==> src/rtl/priority_arb_pkg.sv <==
// Shared types and helpers for the priority_arb arbiter.
//   arb_state_e : arbiter FSM state encoding
//   N_DEFAULT   : default number of requesters
//   idx_encode  : legacy index encoding, Y = n-1-i for requester i
package priority_arb_pkg;

  typedef enum logic {
    IDLE  = 1'b0,
    GRANT = 1'b1
  } arb_state_e;

  localparam int unsigned N_DEFAULT = 8;

  // Legacy encoder numbering: requester 0 maps to the highest code
  function automatic int unsigned idx_encode(input int unsigned i, input int unsigned n);
    return n - 1 - i;
  endfunction

endpackage

==> src/rtl/priority_pick.sv <==
// Combinational find-first-set with a rotating start point.
// Ports:
//   req   [N]    : candidate request vector
//   start [IDXW] : index where the search begins (wraps mod N)
//   idx   [IDXW] : first set index at or after start (0 when none)
//   found        : at least one bit of req is set
module priority_pick #(
  parameter int unsigned N = 8
) (
  input  logic [N-1:0]             req,
  input  logic [$clog2(N)-1:0]     start,
  output logic [$clog2(N)-1:0]     idx,
  output logic                     found
);

  localparam int unsigned IDXW = $clog2(N);

  // Scan N positions beginning at start, wrapping past N-1 back to 0
  always_comb begin
    int j;
    idx   = '0;
    found = 1'b0;
    j     = 0;
    for (int k = 0; k < int'(N); k++) begin
      j = int'(start) + k;
      if (j >= int'(N)) j = j - int'(N);
      if (!found && req[j]) begin
        found = 1'b1;
        idx   = IDXW'(j);
      end
    end
  end

endmodule

==> src/rtl/priority_arb.sv <==
// Registered N-way arbiter with fixed-priority and round-robin modes.
// A grant is held until the owner acks or drops its request; on release the
// releasing requester is masked for that one arbitration so grants can move
// back-to-back without an idle cycle.
// Optional build macro: PRIORITY_ARB_STATS_EN adds grant_cnt and starve.
// Ports:
//   clk       : clock, all logic on posedge
//   rst       : synchronous active-low reset
//   D         : request vector, bit 0 highest priority in fixed mode
//   rr_mode   : 0 fixed priority, 1 round-robin (sampled at arbitration edges)
//   ack       : current grantee releases (ignored while valid=0)
//   Y         : granted index, legacy encoding N-1-i
//   gnt       : one-hot grant
//   grant_cnt : (stats) saturating count of new grants
//   starve    : (stats) requester waited 2*N cycles without a grant
//   valid     : a grant is active
module priority_arb
  import priority_arb_pkg::*;
#(
  parameter int unsigned N = N_DEFAULT
) (
  input  logic                 clk,
  input  logic                 rst,
  input  logic [N-1:0]         D,
  input  logic                 rr_mode,
  input  logic                 ack,
  output logic [$clog2(N)-1:0] Y,
  output logic [N-1:0]         gnt,
`ifdef PRIORITY_ARB_STATS_EN
  output logic [15:0]          grant_cnt,
  output logic [N-1:0]         starve,
`endif
  output logic                 valid
);

  localparam int unsigned IDXW = $clog2(N);
  localparam logic [N-1:0] ONE_HOT0 = N'(1);

  arb_state_e      state_q, state_d;
  logic [N-1:0]    gnt_q, gnt_d;
  logic [IDXW-1:0] y_q, y_d;
  logic            valid_q, valid_d;
  logic [IDXW-1:0] ptr_q, ptr_d;

  logic [N-1:0]    pick_req_c;
  logic [IDXW-1:0] pick_start_c;
  logic [IDXW-1:0] pick_idx_c;
  logic            pick_found_c;
  logic            release_c;
  logic            new_grant_c;

  // gnt_q is zero in IDLE, so one masked vector serves both states
  assign pick_req_c   = D & ~gnt_q;
  assign pick_start_c = rr_mode ? ptr_q : '0;

  priority_pick #(.N(N)) u_pick (
    .req   (pick_req_c),
    .start (pick_start_c),
    .idx   (pick_idx_c),
    .found (pick_found_c)
  );

  // Owner still requesting is visible as overlap of D with the held grant
  assign release_c = ack | ~(|(D & gnt_q));

  // Next-state and output-register logic
  always_comb begin
    state_d     = state_q;
    gnt_d       = gnt_q;
    y_d         = y_q;
    valid_d     = valid_q;
    ptr_d       = ptr_q;
    new_grant_c = 1'b0;

    unique case (state_q)
      IDLE: begin
        if (pick_found_c) new_grant_c = 1'b1;
      end
      GRANT: begin
        if (release_c) begin
          if (pick_found_c) begin
            new_grant_c = 1'b1;
          end else begin
            state_d = IDLE;
            gnt_d   = '0;
            y_d     = '0;
            valid_d = 1'b0;
          end
        end
      end
      default: state_d = IDLE;
    endcase

    if (new_grant_c) begin
      state_d = GRANT;
      gnt_d   = ONE_HOT0 << pick_idx_c;
      y_d     = IDXW'(idx_encode(32'(pick_idx_c), N));
      valid_d = 1'b1;
      // Pointer moves only on round-robin grants, to the slot after the winner
      if (rr_mode) begin
        ptr_d = (pick_idx_c == IDXW'(N - 1)) ? '0 : pick_idx_c + IDXW'(1);
      end
    end
  end

  // State and output registers
  always_ff @(posedge clk) begin
    if (!rst) begin
      state_q <= IDLE;
      gnt_q   <= '0;
      y_q     <= '0;
      valid_q <= 1'b0;
      ptr_q   <= '0;
    end else begin
      state_q <= state_d;
      gnt_q   <= gnt_d;
      y_q     <= y_d;
      valid_q <= valid_d;
      ptr_q   <= ptr_d;
    end
  end

  assign Y     = y_q;
  assign gnt   = gnt_q;
  assign valid = valid_q;

`ifdef PRIORITY_ARB_STATS_EN
  localparam int unsigned CW = $clog2(2 * N + 1);

  logic [15:0]   grant_cnt_q, grant_cnt_d;
  logic [N-1:0]  starve_q, starve_d;
  logic [CW-1:0] wait_q [N];
  logic [CW-1:0] wait_d [N];

  // Grant counter and per-requester wait counters
  always_comb begin
    grant_cnt_d = grant_cnt_q;
    starve_d    = starve_q;
    if (new_grant_c && (grant_cnt_q != 16'hFFFF)) grant_cnt_d = grant_cnt_q + 16'd1;
    for (int i = 0; i < int'(N); i++) begin
      wait_d[i] = '0;
      if (D[i] && !gnt_q[i]) begin
        wait_d[i] = (wait_q[i] == CW'(2 * N)) ? wait_q[i] : wait_q[i] + CW'(1);
      end
      if (wait_d[i] == CW'(2 * N)) starve_d[i] = 1'b1;
      // A fresh grant to the requester clears its flag, even on the same edge
      if (new_grant_c && gnt_d[i]) starve_d[i] = 1'b0;
    end
  end

  always_ff @(posedge clk) begin
    if (!rst) begin
      grant_cnt_q <= '0;
      starve_q    <= '0;
      for (int i = 0; i < int'(N); i++) wait_q[i] <= '0;
    end else begin
      grant_cnt_q <= grant_cnt_d;
      starve_q    <= starve_d;
      for (int i = 0; i < int'(N); i++) wait_q[i] <= wait_d[i];
    end
  end

  assign grant_cnt = grant_cnt_q;
  assign starve    = starve_q;
`endif

endmodule

==> config.mk <==
export PLATFORM = sky130hd
export DESIGN_NAME = priority_arb
export DESIGN_NICKNAME = d
export VERILOG_FILES = /design/src/rtl/priority_arb_pkg.sv /design/src/rtl/priority_pick.sv /design/src/rtl/priority_arb.sv
export SDC_FILE = /design/constraint.sdc
export NUM_CORES = 1
export LEC_CHECK = 0
export BUFFER_PORTS_ARGS = -buffer_cell sky130_fd_sc_hd__clkbuf_2
export CAP_MARGIN = 0
export CORE_UTILIZATION = 45
export CTS_CLUSTER_DIAMETER = 60
export DETAILED_ROUTE_END_ITERATION = 7
export PLACE_DENSITY = 0.71
export SLEW_MARGIN = 5
export SYNTH_ARGS = -nofsm -noshare
export SYNTH_HDL_FRONTEND = slang
export SYNTH_SLANG_ARGS = --single-unit
export TNS_END_PERCENT = 20
==> constraint.sdc <==
create_clock -name clk -period 4.3 [get_ports clk]
set_input_delay 0.215 -clock clk [delete_from_list [all_inputs] [get_ports clk]]
set_output_delay 0.215 -clock clk [all_outputs]
set_load 0.01 [all_outputs]
==> results.toml, run 1 <==
[synth]
synth_top_cell_by_area = "dfxtp_1"
yosys.cell_types.count = 60
mappedNetlistArea_sq_mm = 0.00196
syn_avg_cell_area_sq_um = 8.88
number_of_flops_mapped_to_enable_cells_by_yosys = 0
post_synth_main_area_contributors = "dfxtp_1 16%, mux4_2 14%, mux2i_1 5.6%, ha_1 4.5%, nand2_1 4.0%"
async_reset_ff_frac = 0
synth_most_common_cell = "nand2_1"
synth-seq-area-share = 0.163
yosysTopAreaCellShare = 0.163
synth_warnings = 0
synth.ff_latch_count = 16
post_synth_most_frequent_cells = "21 x nand2_1, 16 x dfxtp_1, 14 x nor2_1, 12 x mux4_2"
synth_nets = 240
yosys_most_used_dff = "dfxtp_1"
post_synth_inst_count = 221

[critical_path]
critical_path_type = "reg -> reg"
crit_path_start_kind = "flip-flop"
worstReg2RegEnd = "ptr_q[2]$_SDFFE_PN0P_"
cp_max_stage_delay_ns = 0.62
path_common_cell = "ha_1"
worstSetupEndpointType = "flip-flop"
cp_cell_sequence = "and2_4 > inv_8 > ha_1 > inv_1 > xnor2_1 > mux4_2 > nand2b_1 > nor2_1 > nand3_1 > and2_1 > ha_1 > ha_1 > nand3_1 > a21oi_1"
worstRegToRegCells = 14
cp_data_required_time_ns = 4.48
slowest_stage = "mux4_2"
worst-r2r-setup-slack_ns = 0.59
critPathArrivalTime_ns = 3.89
worst-path-max-fanout = 15
rr_startpoint = "ptr_q[0]$_SDFFE_PN0P_"

[run]
drv.max_cap_violation_count = 0

[timing]
final_hold_viol_count = 0
totalNegativeSetupSlack_ns = 0
number_of_max_slew_violations_in_the_final_report = 0
fmax_ghz = 0.270
worst_clock_skew_ns = 0.000932
finalHoldWorstSlack_ns = 0.294
worst_pin_slew_ns = 0.621
min_period_ns = 3.71
final_min_period_over_clock_period = 0.863
setup-violations-final = 0
slew_headroom = 0.583
grt_setup_unrepaired = "no"

[die]
die_width_um = 68.1
top_level_port_count = 24
cell_rows = 23
core_area_sq_mm = 0.00409
die_area_sq_mm = 0.00463
die_height_um = 68.1
start_util = 0.480

[detailed_routing]
detailroute.via_count = 1932
post_drt_via_cell_ratio = 6.57
route.detailed.wl_per_inst_um = 19.3
route.detailed.drc = 0
drt-pass1-iter-count = 5
total_wirelength_of_the_detailed_routed_design_um = 5670
number_of_drc_violations_after_detailed_routing_iteration_0 = 218
antenna_violating_nets_post_route = 0

[placement]
place.gp.congestion = 0.980
placed_cell_count = 290
dpl.hpwl_um = 4420
io_buffers = 23

[cts]
clkSlewWorstSetupHoldPaths_ns = 0.06
cts_hold_repair.buffers = 0
cts_tree = "yes"
clk_latency_ns = 0.25
cts-resized-gates = 0
clock-root-buffer = "clkbuf_8"
cts-htree-levels = 1
post_cts_buffers = 0
numCtsBuffers = 3
ctsLongestPathBuffers = 2
clock_sinks = 16

[final_layout]
diodes = 0
area.growth.synth_to_final_pct = 9.82
num-nets-final = 264
drive_gt1_frac = 0.238
final_non_filler_cell_total = 294

[pwr]
power.density_mw_per_mm2 = 623
worst_ir_drop_vdd_uv = 324
power.static_leakage_uw = 0.000855

[grt]
grt-ovfl-total = 0
maximum_number_of_pins_on_one_net_before_global_route_repair = 16
number_of_antenna_violations_at_the_first_check_in_global_routing = 0
overall_routing_resource_usage = 0.266
grt_first_pass_wirelength_um = 9050
grt_pass1_vias = 1836

[min_path]
whs_path_depth = 3
endpoint_of_the_worst_hold_timing_path = "Y[1]$_SDFFE_PN0P_"
timing.hold.worst.class = "in -> reg"
worstHoldStart = "rst"

[status]
run_status = "finished clean"
## layer usage
layer	wire (um)	global-route usage	vias up
met5	0	0	-
met4	175	0.133	0
met3	353	0.0200	16
met2	2730	0.440	87
met1	2410	0.345	918
li1	-	-	911
## flip-flops by register name, summed over array words and instances (netlist names)
name and count:
Y 3, gnt 8, ptr_q 3, state_q 1
valid 1
## placed cells by master (no fill, tap or decap), types with 3 or more instances in the layout
master,instances
a211oi_1,3
a21oi_1,11
a22oi_1,3
a31oi_1,5
a32o_1,4
buf_4,5
clkbuf_2,23
clkbuf_8,4
dfxtp_1,16
ha_1,7
inv_1,9
mux2i_1,11
mux4_2,12
nand2_1,21
nand2b_1,10
nand3_1,10
nor2_1,14
nor2b_1,9
o21ai_0,7
o21ai_1,5
o22ai_1,3
o31ai_1,3
## area by class of cell
cell class | count | area, sq um
Timing Repair Buffer | 28 | 153
Tap cell | 50 | 62.6
Inverter | 11 | 48.8
Multi-Input combinational cell | 185 | 1520
Sequential cell | 16 | 320
Fill cell | 417 | 1930
Clock buffer | 4 | 55.1
## kinds of logic after synthesis
group                      synth area share
AOI/OAI and AO/OA                     0.272
xor gates and xnor gates            0.00892
adders and majority gates            0.0446
buffers and inverters                0.0644
DFF                                   0.163
muxes                                 0.228
and+or+nand+nor                       0.219
## worst max-delay path: cells and delay by family (launching register included)
family                     cells  cell delay [ns]
and+or+nand+nor                6             1.24
DFF                            1             0.32
adders and majority gates      3             0.70
muxes                          1             0.62
xor gates and xnor gates       1             0.43
buffers and inverters          2             0.21
AOI/OAI and AO/OA              1             0.12
## where the power goes
part	internal, uW	switching [uW]	total, uW
registers	194	53.6	248
clock network	81.2	51.6	133
logic	400	563	963
## stage by stage
step / worst slack (ns) / total power, uW / cell area (sq um) / util
6_report: 0.589 / 1340 / 2160 / 0.528
3_5_place_dp: 0.502 / 1180 / 2100 / 0.514
4_1_cts: 0.598 / 1330 / 2160 / 0.528
2_1_floorplan: 0.626 / 962 / 1960 / -
3_3_place_gp: 0.542 / 1180 / 2100 / 0.514
5_1_grt: 0.362 / 1440 / 2160 / 0.528
## worst max path at each step
stage / slack (ns) / endpoint / start / cells past startpoint
after global placement: 0.54 / ptr_q[2]$_SDFFE_PN0P_ / rr_mode / 14
after detailed placement: 0.50 / ptr_q[2]$_SDFFE_PN0P_ / rr_mode / 14
after CTS: 0.60 / ptr_q[2]$_SDFFE_PN0P_ / ptr_q[0]$_SDFFE_PN0P_ / 13
after global routing: 0.36 / ptr_q[2]$_SDFFE_PN0P_ / ptr_q[0]$_SDFFE_PN0P_ / 14
final: 0.59 / ptr_q[2]$_SDFFE_PN0P_ / ptr_q[0]$_SDFFE_PN0P_ / 14
after floorplan: 0.63 / ptr_q[2]$_SDFFE_PN0P_ / ptr_q[0]$_SDFFE_PN0P_ / 16
Power figures use the tool's default switching activity.
==> run 2, diff against run 1 <==
Settings changed: BUFFER_PORTS_ARGS -buffer_cell sky130_fd_sc_hd__clkbuf_2 to -buffer_cell sky130_fd_sc_hd__buf_4.
==> run 2 against run 1 <==
Net effect: worst setup slack worse by 0.17 ns; via count up 0.31%; largest cell class unchanged; final area increased by 2.3%; clock skew barely moved; critical path type unchanged; global-route usage is 0.11 points lower; non-clock buffer count shrank 1.
==> results.toml, run 2 (synthesis gave the netlist of run 1 again) <==
[status]
run_status = "finished clean"

[cts]
clock_sinks = 16
numCtsBuffers = 3
ctsLongestPathBuffers = 2
clkSlewWorstSetupHoldPaths_ns = 0.06
cts_hold_repair.buffers = 0
cts-htree-levels = 1
clk_latency_ns = 0.25
cts_tree = "yes"
post_cts_buffers = 0
clock-root-buffer = "clkbuf_8"
cts-resized-gates = 0

[run]
drv.max_cap_violation_count = 0

[pwr]
sequentialPowerShare = 0.183
combPwrFrac = 0.720
power.static_leakage_uw = 0.000868
total_power_uw = 1360
internal_power_uw = 693
switch_pwr_uw = 662
power.clock.fraction = 0.098
switching_share = 0.489
worst_ir_drop_vdd_uv = 341
power.density_mw_per_mm2 = 614

[placement]
dpl.hpwl_um = 4520
io_buffers = 23
place.gp.congestion = 0.955
placement.setup.worst_slack_ns = 0.500

[critical_path]
worstSetupEndpointType = "flip-flop"
path_common_cell = "ha_1"
slowest_stage = "mux4_2"
cp_top_family = "simple AND/OR/NAND/NOR gates"
worst-path-max-fanout = 15
crit_path_start_kind = "flip-flop"
cp_max_stage_delay_ns = 0.62
cp_cell_sequence = "and2_4 > inv_8 > ha_1 > inv_1 > xnor2_1 > mux4_2 > nand2b_1 > nor2_1 > nand3_1 > and2_1 > ha_1 > ha_1 > nand3_1 > a21oi_1"
timing.critical_path.buf_inv = 2
cp_data_required_time_ns = 4.48
critPathArrivalTime_ns = 4.06
critical_path_type = "reg -> reg"

[die]
die_width_um = 68.1
top_level_port_count = 24
cell_rows = 23
die_area_sq_mm = 0.00463
die_height_um = 68.1
start_util = 0.480
core_area_sq_mm = 0.00409

[timing]
fin_ws_ns = 0.423
totalNegativeSetupSlack_ns = 0
worst_clock_skew_ns = 0.000881
fmax_ghz = 0.258
grt_setup_unrepaired = "no"
min_period_ns = 3.88
number_of_max_slew_violations_in_the_final_report = 0
slew_headroom = 0.553
final_min_period_over_clock_period = 0.902
setup-violations-final = 0
final_hold_viol_count = 0
worst_pin_slew_ns = 0.667

[detailed_routing]
met2RoutedLength_um = 2700
total_wirelength_of_the_detailed_routed_design_um = 5650
top_layer = "met4"
routed_metal_1_wirelength_um = 2500
antenna_violating_nets_post_route = 0
post_drt_via_cell_ratio = 6.61
route.detailed.wl_per_inst_um = 19.3
detailroute.via_count = 1938
wl_met3_um = 293
route.detailed.drc = 0
number_of_drc_violations_after_detailed_routing_iteration_0 = 293
drt-pass1-iter-count = 5

[grt]
overall_routing_resource_usage = 0.265
grt_first_pass_wirelength_um = 8980
number_of_antenna_violations_at_the_first_check_in_global_routing = 0
maximum_number_of_pins_on_one_net_before_global_route_repair = 20
grt_pass1_vias = 1770
grt-ovfl-total = 0

[final_layout]
layout.filler_cells = 388
area.growth.synth_to_final_pct = 12.4
diodes = 0
final_common_cell = "buf_4"
drive_gt1_frac = 0.235
largest_reg_flops = 8
layout_common_cells = "27 x buf_4, 21 x nand2_1, 16 x dfxtp_1"
num-nets-final = 263

[min_path]
timing.hold.worst.class = "in -> reg"
## run 2: changes by cell type in the layout (fill, tap and decap cells not counted), sizes merged
cell | before | now
clkbuf | 27 | 4
buf | 5 | 27
## run 2: power groups by stage
| stage | sequential, uW | clock, uW | combinational [uW] |
|---|---|---|---|
| 2_1_floorplan | 240 | 0 | 721 |
| 4_1_cts | 247 | 138 | 961 |
| 3_3_place_gp | 249 | 0 | 959 |
| 3_5_place_dp | 250 | 0 | 954 |
| 6_report | 247 | 132 | 976 |
| 5_1_grt | 256 | 143 | 1040 |
## run 2: cell type report
| cell class | instances | area [sq um] | area share |
|---|---|---|---|
| tap | 50 | 62.6 | 0.0284 |
| timing repair buffer | 27 | 203 | 0.0919 |
| clock buffer | 4 | 55.1 | 0.0250 |
| sequential | 16 | 320 | 0.145 |
| inverter | 11 | 48.8 | 0.0221 |
| multi-input combinational | 185 | 1520 | 0.687 |
## run 2: worst paths after layout
check                                           start  cells after the start  slack [ns]                    end
worst min-delay path                              rst                      3        0.26      Y[1]$_SDFFE_PN0P_
worst max-delay path            ptr_q[0]$_SDFFE_PN0P_                     14        0.42  ptr_q[2]$_SDFFE_PN0P_
worst min register to register      Y[2]$_SDFFE_PN0P_                      2        0.46      Y[2]$_SDFFE_PN0P_
worst max register to register  ptr_q[0]$_SDFFE_PN0P_                     14        0.42  ptr_q[2]$_SDFFE_PN0P_
## run 2: stage by stage
stage / util / hold slack [ns] / instances / area [sq um]
6_report: 0.540 / 0.256 / 293 / 2210
5_1_grt: 0.540 / 0.287 / 293 / 2210
4_1_cts: 0.540 / 0.251 / 293 / 2210
3_5_place_dp: 0.526 / 0.444 / 289 / 2150
3_3_place_gp: 0.526 / 0.437 / 289 / 2150
2_1_floorplan: - / 0.353 / 221 / 1960
## run 2: tightest hold or removal path: stages
cell and delay [ns]:
buf_4 0.14, o21ai_0 0.07, a21oi_1 0.04
## run 2: metal layers
metal,up-vias,GRT usage
li1,906,-
met3,16,0.0300
met5,-,0
met1,935,0.350
met4,0,0.122
met2,81,0.426
==> run 3, diff against run 2 <==
--- a/config.mk
+++ b/config.mk
@@ -13,2 +13,3 @@
 export PLACE_DENSITY = 0.71
+export RECOVER_POWER = 50
 export SLEW_MARGIN = 5
--- a/constraint.sdc
+++ b/constraint.sdc
@@ -3,2 +3,2 @@
 set_output_delay 0.215 -clock clk [all_outputs]
-set_load 0.01 [all_outputs]
+set_load 0.005 [all_outputs]
==> run 3 against run 2 <==
Net effect: via count fell by 1.9%; hold slack improved by 0.0012 ns; final area did not move; first-iteration DRC count rose by 7.5%; worst setup slack got worse by 0.0053 ns; sequential share of layout area did not move; power fell by 1.5%; register-to-register slack barely moved; clock power barely moved; fmax fell by 0.14%; final cell count did not move; highest routed layer unchanged.
==> results.toml, run 3 (synthesis gave the netlist of run 1 again) <==
[critical_path]
critPathArrivalTime_ns = 4.06
critical_path_type = "reg -> reg"
worst-r2r-setup-slack_ns = 0.42
worstSetupEndpointType = "flip-flop"
crit_start = "ptr_q[0]$_SDFFE_PN0P_"
worst_setup_path_endpoint = "ptr_q[2]$_SDFFE_PN0P_"
rr_startpoint = "ptr_q[0]$_SDFFE_PN0P_"
worst-path-max-fanout = 15
worstReg2RegEnd = "ptr_q[2]$_SDFFE_PN0P_"
cp_data_required_time_ns = 4.48
worstRegToRegCells = 14
crit_path_start_kind = "flip-flop"

[cts]
clk_latency_ns = 0.25
clkSlewWorstSetupHoldPaths_ns = 0.06
post_cts_buffers = 0
cts-resized-gates = 0
cts_hold_repair.buffers = 0
ctsLongestPathBuffers = 2
clock_sinks = 16
cts-htree-levels = 1
numCtsBuffers = 3
clock-root-buffer = "clkbuf_8"
cts_tree = "yes"

[placement]
place.gp.congestion = 0.955
placement.setup.worst_slack_ns = 0.500
io_buffers = 23
dpl.hpwl_um = 4520

[final_layout]
diodes = 0
area.growth.synth_to_final_pct = 12.4
layout_common_cells = "21 x nand2_1, 16 x dfxtp_1, 15 x buf_4"
final_common_cell = "nand2_1"
drive_gt1_frac = 0.235
largest_reg_flops = 8
post-route-util = 0.540
num-nets-final = 263

[timing]
slew_headroom = 0.570
fmax_ghz = 0.258
min_period_ns = 3.88
worst_clock_skew_ns = 0.00112
totalNegativeSetupSlack_ns = 0
final_min_period_over_clock_period = 0.903
final_hold_viol_count = 0
fin_ws_ns = 0.417
worst_pin_slew_ns = 0.641
grt_setup_unrepaired = "no"
setup-violations-final = 0
number_of_max_slew_violations_in_the_final_report = 0

[pwr]
worst_ir_drop_vdd_uv = 339
switch_pwr_uw = 646
switching_share = 0.484
sequentialPowerShare = 0.184
combPwrFrac = 0.716
internal_power_uw = 689
power.static_leakage_uw = 0.000862
power.clock.fraction = 0.099
power.density_mw_per_mm2 = 605

[status]
run_status = "finished clean"

[die]
core_area_sq_mm = 0.00409
die_width_um = 68.1
die_area_sq_mm = 0.00463
die_height_um = 68.1
cell_rows = 23
start_util = 0.480
top_level_port_count = 24

[grt]
number_of_antenna_violations_at_the_first_check_in_global_routing = 0
grt_first_pass_wirelength_um = 8980
overall_routing_resource_usage = 0.265
maximum_number_of_pins_on_one_net_before_global_route_repair = 20
grt-ovfl-total = 0
grt_pass1_vias = 1770

[detailed_routing]
post_drt_via_cell_ratio = 6.49
antenna_violating_nets_post_route = 0
number_of_drc_violations_after_detailed_routing_iteration_0 = 315
route.detailed.wl_per_inst_um = 19.3
drt-pass1-iter-count = 4
detailroute.via_count = 1902
route.detailed.drc = 0
total_wirelength_of_the_detailed_routed_design_um = 5650

[min_path]
timing.hold.worst.class = "in -> reg"

[run]
drv.max_cap_violation_count = 0
-- run 3: power by group through the flow --
| stage | combinational, uW | sequential, uW | clock, uW |
|---|---|---|---|
| after global routing | 1020 | 256 | 143 |
| final | 956 | 246 | 133 |
| after floorplan | 721 | 228 | 0 |
| after global placement | 945 | 249 | 0 |
| after detailed placement | 940 | 250 | 0 |
| after CTS | 947 | 247 | 138 |
-- run 3: area by class of cell --
| class | instances | area (sq um) |
|---|---|---|
| tap | 50 | 62.6 |
| fill | 388 | 1880 |
| clock buffer | 4 | 55.1 |
| multi-input combinational | 185 | 1520 |
| timing repair buffer | 27 | 203 |
| inverter | 11 | 48.8 |
| sequential | 16 | 320 |
-- run 3: critical path: stages, from the launching register on --
cell	delay, ns
dfxtp_1	0.48
and2_4	0.34
inv_8	0.10
ha_1	0.22
inv_1	0.10
xnor2_1	0.28
mux4_2	0.63
nand2b_1	0.29
nor2_1	0.33
nand3_1	0.15
and2_1	0.21
ha_1	0.20
ha_1	0.28
nand3_1	0.07
a21oi_1	0.13
-- run 3: how the worst min path moves through the flow --
stage	startpoint	end	depth (start not counted)
2_1_floorplan	rst	Y[1]$_SDFFE_PN0P_	2
3_3_place_gp	Y[2]$_SDFFE_PN0P_	Y[2]$_SDFFE_PN0P_	2
3_5_place_dp	Y[2]$_SDFFE_PN0P_	Y[2]$_SDFFE_PN0P_	2
4_1_cts	rst	Y[1]$_SDFFE_PN0P_	3
5_1_grt	rst	Y[1]$_SDFFE_PN0P_	3
6_report	rst	Y[1]$_SDFFE_PN0P_	3
-- run 3: through the flow --
stage | total power (uW) | hold slack (ns) | instance area (sq um) | instances
after floorplan | 949 | 0.353 | 1960 | 221
after global placement | 1190 | 0.437 | 2150 | 289
after detailed placement | 1190 | 0.444 | 2150 | 289
after CTS | 1330 | 0.251 | 2210 | 293
after global routing | 1420 | 0.287 | 2210 | 293
final | 1340 | 0.258 | 2210 | 293
-- run 3: routing by layer --
| layer | wire length [um] | track usage |
|---|---|---|
| met5 | 0 | 0 |
| met2 | 2740 | 0.426 |
| met1 | 2440 | 0.350 |
| met3 | 340 | 0.0300 |
| met4 | 126 | 0.122 |
